===== config.mk =====
export PLATFORM = sky130hd
export DESIGN_NAME = seq_game_ctrl
export DESIGN_NICKNAME = d
export VERILOG_FILES = /design/src/rtl/seq_game_ctrl.sv
export SDC_FILE = /design/constraint.sdc
export NUM_CORES = 1
export LEC_CHECK = 0
export ABC_AREA = 0
export CAP_MARGIN = 20
export CORE_ASPECT_RATIO = 2
export CORE_MARGIN = 2
export CORE_UTILIZATION = 55
export CTS_BUF_LIST = sky130_fd_sc_hd__clkbuf_8
export CTS_CLUSTER_SIZE = 24
export DETAILED_ROUTE_END_ITERATION = 7
export MAX_ROUTING_LAYER = met4
export PLACE_DENSITY = 0.81
export SYNTH_ARGS = -nofsm -noshare
export SYNTH_HDL_FRONTEND = slang
export SYNTH_SLANG_ARGS = --single-unit

===== constraint.sdc =====
create_clock -name Clk -period 5.55 [get_ports Clk]
set_input_delay 1.665 -clock Clk [delete_from_list [all_inputs] [get_ports Clk]]
set_output_delay 1.665 -clock Clk [all_outputs]
set_load 0.01 [all_outputs]

===== src/rtl/seq_game_ctrl.sv =====
// ---------------------------------------------------------------------------
// seq_game_ctrl
// Memory-sequence game controller. Each round appends one symbol to a stored
// sequence, replays the whole sequence on the display (one symbol per 1 s
// tick), then checks the player's entries against it. The controller scores a
// correct round with +1 point and a wrong entry or timeout with -1 point. Both
// updates saturate.
//
// Ports
//   Clk        : clock, rising edge
//   Rst        : synchronous reset, active low
//   start_in   : game button, level-sampled in IDLE only
//   rand_in    : random symbol source used when a symbol is appended
//   tick_1s    : one-cycle pulse from the 1 s timer
//   p_valid    : one-cycle player-entry strobe
//   p_sym      : player symbol, qualified by p_valid
//   timer_en   : enables the external 1 s timer (SHOW / WAIT_IN)
//   disp_sym   : MSB=1 -> blank, else low bits are the displayed symbol
//   points     : saturating score
//   seq_len    : current sequence length (level)
//   entry_idx  : symbols shown or matched so far in the round
//   round_pass : one-cycle pulse on a correct round
//   round_fail : one-cycle pulse on a wrong entry or timeout
// ---------------------------------------------------------------------------
module seq_game_ctrl #(
  parameter int SYM_W   = 4,
  parameter int MAX_LEN = 16,
  parameter int PTS_W   = 5,
  parameter int TIMEOUT = 10,
  parameter int STRICT  = 1
) (
  input  logic                         Clk,
  input  logic                         Rst,
  input  logic                         start_in,
  input  logic [SYM_W-1:0]             rand_in,
  input  logic                         tick_1s,
  input  logic                         p_valid,
  input  logic [SYM_W-1:0]             p_sym,
  output logic                         timer_en,
  output logic [SYM_W:0]               disp_sym,
  output logic [PTS_W-1:0]             points,
  output logic [$clog2(MAX_LEN+1)-1:0] seq_len,
  output logic [$clog2(MAX_LEN+1)-1:0] entry_idx,
  output logic                         round_pass,
  output logic                         round_fail
);

  localparam int LEN_W = $clog2(MAX_LEN + 1);
  localparam int IDX_W = (MAX_LEN > 1) ? $clog2(MAX_LEN) : 1;
  localparam int TO_W  = (TIMEOUT > 0) ? $clog2(TIMEOUT + 1) : 1;

  localparam logic [SYM_W:0]   BLANK   = {1'b1, {SYM_W{1'b0}}};
  localparam logic [LEN_W-1:0] LEN_MAX = LEN_W'(MAX_LEN);
  localparam logic [PTS_W-1:0] PTS_MAX = '1;
  localparam logic [TO_W-1:0]  TO_LAST = TO_W'(TIMEOUT - 1);

  typedef enum logic [2:0] {
    S_IDLE,
    S_APPEND,
    S_SHOW,
    S_WAIT_IN,
    S_PASS,
    S_FAIL
  } state_t;

  state_t           state_reg;
  logic [TO_W-1:0]  to_cnt_reg;
  logic [SYM_W-1:0] seq_mem [MAX_LEN];

  logic [SYM_W-1:0] base_sym;
  logic [SYM_W-1:0] bumped_sym;
  logic [SYM_W-1:0] last_sym;
  logic [SYM_W-1:0] cand_sym;
  logic [SYM_W-1:0] cur_sym;
  logic             wait_miss;

  // Candidate symbol: 0 is never stored, and a symbol never repeats its
  // predecessor, so every displayed symbol is visibly a new one.
  always_comb begin
    base_sym   = (rand_in == '0) ? SYM_W'(1) : rand_in;
    bumped_sym = base_sym + SYM_W'(1);
    if (bumped_sym == '0) begin
      bumped_sym = SYM_W'(1);
    end
    // Out-of-range read when seq_len==0 is harmless: the compare is gated.
    last_sym = seq_mem[IDX_W'(seq_len - LEN_W'(1))];
    cand_sym = base_sym;
    if ((seq_len != '0) && (base_sym == last_sym)) begin
      cand_sym = bumped_sym;
    end
    cur_sym = seq_mem[IDX_W'(entry_idx)];
    // A wrong entry, or the TIMEOUT-th tick with no entry in the same cycle
    // (an entry on the same cycle as a tick swallows the tick).
    wait_miss = (p_valid && (p_sym != cur_sym)) ||
                (!p_valid && tick_1s && (to_cnt_reg == TO_LAST));
  end

  // Sequence storage; contents are meaningless beyond seq_len, so no reset.
  always_ff @(posedge Clk) begin
    if (Rst && (state_reg == S_APPEND) && (seq_len < LEN_MAX)) begin
      seq_mem[IDX_W'(seq_len)] <= cand_sym;
    end
  end

  // Outputs are registered on the transition into a state, so they reflect
  // the current state: the pass/fail pulse and the score change are visible
  // together during the single PASS / FAIL cycle.
  always_ff @(posedge Clk) begin
    if (!Rst) begin
      state_reg  <= S_IDLE;
      seq_len    <= '0;
      entry_idx  <= '0;
      points     <= '0;
      to_cnt_reg <= '0;
      timer_en   <= 1'b0;
      disp_sym   <= BLANK;
      round_pass <= 1'b0;
      round_fail <= 1'b0;
    end else begin
      round_pass <= 1'b0;
      round_fail <= 1'b0;
      case (state_reg)
        S_IDLE: begin
          timer_en <= 1'b0;
          disp_sym <= BLANK;
          if (start_in) begin
            state_reg <= S_APPEND;
          end
        end

        S_APPEND: begin
          // At full length the buffer is left as is and simply replayed.
          if (seq_len < LEN_MAX) begin
            seq_len <= seq_len + LEN_W'(1);
          end
          entry_idx <= '0;
          timer_en  <= 1'b1;
          state_reg <= S_SHOW;
        end

        S_SHOW: begin
          if (tick_1s) begin
            if (entry_idx < seq_len) begin
              disp_sym  <= {1'b0, cur_sym};
              entry_idx <= entry_idx + LEN_W'(1);
            end else begin
              disp_sym   <= BLANK;
              entry_idx  <= '0;
              to_cnt_reg <= '0;
              state_reg  <= S_WAIT_IN;
            end
          end
        end

        S_WAIT_IN: begin
          if (wait_miss) begin
            timer_en   <= 1'b0;
            round_fail <= 1'b1;
            if (points != '0) begin
              points <= points - PTS_W'(1);
            end
            if (STRICT != 0) begin
              seq_len <= '0;
            end
            state_reg <= S_FAIL;
          end else if (p_valid) begin
            entry_idx  <= entry_idx + LEN_W'(1);
            to_cnt_reg <= '0;
            if ((entry_idx + LEN_W'(1)) == seq_len) begin
              timer_en   <= 1'b0;
              round_pass <= 1'b1;
              if (points != PTS_MAX) begin
                points <= points + PTS_W'(1);
              end
              state_reg <= S_PASS;
            end
          end else if (tick_1s) begin
            to_cnt_reg <= to_cnt_reg + TO_W'(1);
          end
        end

        S_PASS, S_FAIL: begin
          timer_en  <= 1'b0;
          disp_sym  <= BLANK;
          state_reg <= S_IDLE;
        end

        default: begin
          state_reg <= S_IDLE;
        end
      endcase
    end
  end

endmodule

==> results of run 1 <==
==> worst max-delay path, cell delays in order <==
cell and delay, ns:
clkdlybuf4s50_1 0.42, or3_1 0.42, a21oi_4 0.26, a21oi_2 0.14, or2_2 0.34, ha_1 0.35
a21o_1 0.13, a21oi_1 0.07, or3_1 0.31, a211oi_1 0.29, mux2i_1 0.21
==> layer usage <==
metal  routed length [um]  vias up  track usage, %
li1                     -     1640               -
met1                 4000     1785            26.2
met2                 7180      135            49.3
met3                  490       45            4.24
met4                 1030        0            20.6
met5                    0        -               -
==> kinds of logic (layout without fill, tap and decap cells) <==
kind of cell	count (synthesis)	in the layout	share of synthesized area, %
AO/OA/AOI/OAI	64	64	8.86
XOR/XNOR	21	21	3.59
adder cells (fa/ha/maj)	16	16	4.05
buffers and inverters	26	69	2.37
flip-flops	98	98	50.8
multiplexers	54	54	18.0
AND/OR/NAND/NOR	133	133	12.3
==> placed cells by master, fill, tap and decap left out, drive strengths merged, types with 2 or more instances in the layout <==
master         instances
or3                    5
clkbuf                 9
o221ai                 2
nor3                  17
o22ai                  3
mux2i                 17
o21bai                 2
o21a                   3
xnor2                 13
a211oi                 4
nand2                 32
nor2                  45
clkdlybuf4s50         35
clkinvlp               3
edfxtp                64
a22oi                  4
clkinv                 2
xor2                   8
and2                   2
nand2b                 6
dfxtp                 34
nor2b                  3
ha                    15
a21oi                 21
a311oi                 3
nand3                  8
nand4                  4
buf                    8
mux4                  30
o21ai                  9
o21ba                  2
inv                   12
a21o                   2
mux2                   7
a22o                   2
and3                   2
==> cell type report <==
cell class	instances	area [um^2]
clock buffers	9	124
clock inverters	5	32.5
fillers	658	3270
inverters	12	45.0
multi-input cells	288	2400
flip-flops and latches	98	2600
well taps	102	128
repair buffers	43	410
==> power by group through the flow <==
| stage | Sequential, uW | Combinational [uW] | Clock, uW |
|---|---|---|---|
| finish | 792 | 191 | 394 |
| CTS | 792 | 191 | 396 |
| global placement | 809 | 184 | 0 |
| global route | 794 | 205 | 425 |
| detailed placement | 809 | 189 | 0 |
| floorplan | 808 | 129 | 0 |
==> final timing paths <==
kind                                  start           to  slack [ns]  cells past startpoint
worst min register to register  disp_sym[2]  disp_sym[2]        0.48                      2
worst min-delay path            disp_sym[2]  disp_sym[2]        0.48                      2
worst max register to register         flop    points[4]        1.28                     13
worst max-delay path               p_sym[2]    points[4]        1.25                     11
==> metrics by stage <==
| step | worst slack [ns] | utilization [%] | instance area, um^2 | hold slack (ns) |
|---|---|---|---|---|
| 6_report | 1.25 | 63.7 | 5740 | 0.482 |
| 5_1_grt | 1.01 | 63.7 | 5740 | 0.520 |
| 3_5_place_dp | 0.909 | 61.8 | 5570 | 0.471 |
| 2_1_floorplan | 1.27 | - | 5120 | 0.460 |
| 4_1_cts | 1.00 | 63.6 | 5730 | 0.484 |
| 3_3_place_gp | 0.938 | 61.8 | 5570 | 0.447 |
==> impl_metrics.toml, run 1 <==
[global_route]
grt_pass1_vias = 3835
grt_use_total_pct = 28.0
overflow = 0
grt_max_degree = 24
grt_pass1_wl_mm = 20.1
grt_antenna_before_repair = 0

[final_layout]
fin_cells = 557
fin_nets = 481
largest_register = "seq_mem"
area_delta_synth_final_pct = 12.1
drive_gt1_share_pct = 14.7
largest_register_ffs = 64
diodes = 0

[clock_tree]
ctsLongestPathBuffers = 2
clk_latency_ns = 0.37
hold_buffers = 0
post-cts-setup-buffers = 0
clk_pin_slew_ns = 0.09
cts.sinks = 98
cts_htree_levels = 3
ctsResizeCount = 0
clock-root-buffer = "clkbuf_8"
cts-buffers-inserted = 9
cts_tree = "yes"

[drt]
drc = 0
drt_iter0_markers = 249
detailedRoute.firstPassIterationCount = 4
num_vias = 3605
routedWlPerCell_um = 22.8
wl_mm = 12.7
via_per_inst = 6.47
antenna_left = 0

[floorplanning]
core_area_um2 = 9010
ios = 36
dieArea_um2 = 10200
start_util_pct = 56.9
chipWidth_um = 72.3
num_rows = 49
die_h_um = 141

[critical_path]
cp-start-kind = "input pin"
path_class = "in -> reg"
crit_required_ns = 5.85
arrival_ns = 4.60
cp-end-kind = "flop"
path_max_fanout = 6

[power]
combPwrFrac_pct = 13.9
p_leak_uw = 0.00187
power.total_uw = 1380
netSwitchingFraction_pct = 25.4
intPower_uw = 1030
netSwitchingPower_uw = 351
seqPwrFrac_pct = 57.5
peakVddDrop_v = 0.000221
power_frac_clock_pct = 28.6
p_per_area_nw_per_um2 = 240

[placement]
post-place-cells = 541
gp_congestion = 0.961
port-buffer-count = 35
hpwl_mm = 9.99

[logic_synthesis]
syn_inst = 412
yosys.area.top_type = "edfxtp_1"
ys_types = 58
ys_seq_area_share_pct = 50.8
synth_nets = 441
synth.area.top_cells = "edfxtp_1 38%, dfxtp_1 13%, mux4_2 13%, ha_1 3.7%, mux2i_1 3.3%"
synth.most_common_cell = "edfxtp_1"
synth-edff-count = 64
async_flop_share_pct = 0
synth_area_um2 = 5120
ys_warn_count = 0
avgSynthCellArea_um2 = 12.4
synth_flop_cell = "edfxtp_1"
synth_commonest_cells = "64 x edfxtp_1, 45 x nor2_1, 34 x dfxtp_1, 32 x nand2_1, 30 x mux4_2"
synth_top_area_share_pct = 37.5
ys_ff_latch = 98

[sta]
rsz0062_at_grt = "no"
fin_setup_tns_ns = 0
relSlewSlack_pct = 31.0
period_minus_slack_ns = 4.30
skew_ns = 0.0122
slew_violations = 0
hold_viol = 0
setup_viol = 0
max_slew.worst_pin.slew_ns = 1.03
fmax_ghz = 0.233
fin_crit_sh_pct = 77.5

[worst_hold_path]
hold_path.class = "reg -> reg"

[flow_run]
cap_violations = 0

[run_status]
status = "finished clean"
(Power assumes the default switching activity.)
==> inputs of run 2 (changes only) <==
--- a/config.mk
+++ b/config.mk
@@ -14,7 +14,7 @@
 export CTS_CLUSTER_SIZE = 24
 export DETAILED_ROUTE_END_ITERATION = 7
 export MAX_ROUTING_LAYER = met4
-export PLACE_DENSITY = 0.81
+export PLACE_DENSITY = 0.84
 export SYNTH_ARGS = -nofsm -noshare
 export SYNTH_HDL_FRONTEND = slang
 export SYNTH_SLANG_ARGS = --single-unit
==> constraint.sdc (replaced) <==
create_clock -name Clk -period 3.49 [get_ports Clk]
set_input_delay 1.047 -clock Clk [delete_from_list [all_inputs] [get_ports Clk]]
set_output_delay 1.047 -clock Clk [all_outputs]
set_load 0.01 [all_outputs]
==> run 2 against run 1 <==
  * Clock skew is 0.0016 ns higher
  * Cell count grew 8.8%
  * Hold slack lost 0.016 ns
  * Non-clock buffer count is 47 higher
  * Total power rose by 71%
  * Sequential power rose by 59%
  * Largest power group unchanged
  * Largest cell class unchanged
  * Clock power up 90%
  * Global-route usage grew 1.9 points
==> impl_metrics.toml, run 2 (synthesized netlist as in run 1, its figures left out) <==
[sta]
max_slew.worst_pin.slew_ns = 0.671
fmax_ghz = 0.292
hold_viol = 0
relSlewSlack_pct = 55.2
slew_violations = 0
skew_ns = 0.0137
fin_crit_sh_pct = 98.2
fin_hold_ws_ns = 0.466
period_minus_slack_ns = 3.43
rsz0062_at_grt = "yes"
final.setup.worst_slack_ns = 0.0617
setup_viol = 0

[power]
p_leak_uw = 0.00216
p_per_area_nw_per_um2 = 374
peakVddDrop_v = 0.000361

[final_layout]
layout_common_cells = "64 x edfxtp_1, 50 x buf_4, 42 x nor2_1"
multiInputGateArea_um2 = 2500
fin_nets = 528
largest_register = "seq_mem"
drive_gt1_share_pct = 26.2
largest_register_ffs = 64
fin_cells = 606
fin_area_um2 = 6310
final_common_cell = "edfxtp_1"
register_area_um2 = 2610
diodes = 0
final.fill_count = 609
area_delta_synth_final_pct = 23.1

[floorplanning]
num_rows = 49
ios = 36
dieArea_um2 = 10200
chipWidth_um = 72.3
die_h_um = 141
core_area_um2 = 9010
start_util_pct = 56.9

[global_route]
grt_pass1_vias = 4108
grt_pass1_wl_mm = 21.6
overflow = 0
grt_antenna_before_repair = 0
grt_max_degree = 24
grt_use_total_pct = 29.9

[drt]
via_per_inst = 6.50
num_vias = 3941
top_layer_used = "met4"
wl_met1_mm = 4.34
drc = 0
wl_met3_um = 630
wl_mm = 14.2
antenna_left = 0
wl_met2_mm = 7.94
routedWlPerCell_um = 23.4
detailedRoute.firstPassIterationCount = 5
drt_iter0_markers = 310

[critical_path]
path_max_fanout = 7
path_class = "reg -> reg"
arrival_ns = 3.73
crit_required_ns = 3.80
cp-start-kind = "flop"
worstRegToRegCells = 14
cp-end-kind = "flop"

[clock_tree]
cts.sinks = 98
clock-root-buffer = "clkbuf_8"
cts-buffers-inserted = 9
clk_pin_slew_ns = 0.10
cts_htree_levels = 3
hold_buffers = 0
cts_tree = "yes"
clk_latency_ns = 0.38
ctsLongestPathBuffers = 2

[placement]
place_ws_ns = -0.440
port-buffer-count = 35
gp_congestion = 0.954
post-place-cells = 584
place_area_um2 = 5950
hpwl_mm = 10.8

[worst_hold_path]
hold_path.class = "reg -> reg"
hold_depth = 2

[run_status]
status = "finished clean"

[flow_run]
cap_violations = 0
[run 2: changes by cell type in the layout (fill, tap and decap cells not counted), moves of 2 or more]
| cell | before | now |
|---|---|---|
| dfxtp_1 | 34 | 31 |
| inv_6 | 1 | 3 |
| buf_4 | 8 | 50 |
| dfxtp_4 | 0 | 2 |
| buf_12 | 0 | 4 |
| nor2_1 | 45 | 42 |
| nor2_2 | 0 | 3 |
[run 2: cell type report]
cell class              instances  area share, %
clock buffers                   9           1.96
inverters                      12          0.714
flip-flops and latches         98           41.4
clock inverters                 7           1.19
multi-input cells             288           39.6
repair buffers                 90           13.2
well taps                     102           2.02
[run 2: layer usage]
| metal | track usage [%] | vias up |
|---|---|---|
| li1 | - | 1740 |
| met1 | 28.1 | 1909 |
| met2 | 53.0 | 210 |
| met3 | 4.03 | 82 |
| met4 | 21.7 | 0 |
| met5 | - | - |
[run 2: stage by stage]
stage / util (%) / total power [uW] / TNS (ns)
final: 70.0 / 2360 / 0
after global routing: 70.0 / 2430 / -0.0893
after CTS: 68.7 / 2360 / 0
after detailed placement: 66.1 / 1630 / -0.935
after global placement: 66.1 / 1620 / -0.674
after floorplan: - / 1500 / 0
[run 2: where the power goes]
group          internal [uW]  switching [uW]  leakage [uW]
clock                    336             411     0.0000943
sequential              1250            12.6      0.000852
combinational            174             182       0.00122
[run 2: what timing repair did]
item                                    4_1_cts  5_1_grt
pin swaps                                     1        3
resized for setup                            11       10
setup buffers                                 0        5
gates cloned                                  0        1
hold endpoints to repair                      0        0
endpoints found under the setup margin       18       34
[run 2: final timing paths]
kind	end	slack, ns	from
hold reg to reg	disp_sym[2]	0.47	disp_sym[2]
setup reg to reg	points[4]	0.06	flop
hold / removal	disp_sym[2]	0.47	disp_sym[2]
setup / recovery	points[4]	0.06	flop
[run 2: worst max-delay path, stage by stage (launching register included)]
cell and delay, ns:
dfxtp_4 0.39, buf_12 0.13, mux4_2 0.54, mux2_4 0.32
nor2_2 0.08, nand3b_1 0.12, o211a_4 0.18, a21oi_2 0.07
or2_4 0.27, fa_2 0.35, a21o_1 0.17, a21oi_1 0.17
o21ai_1 0.11, a211oi_2 0.24, mux2i_1 0.19
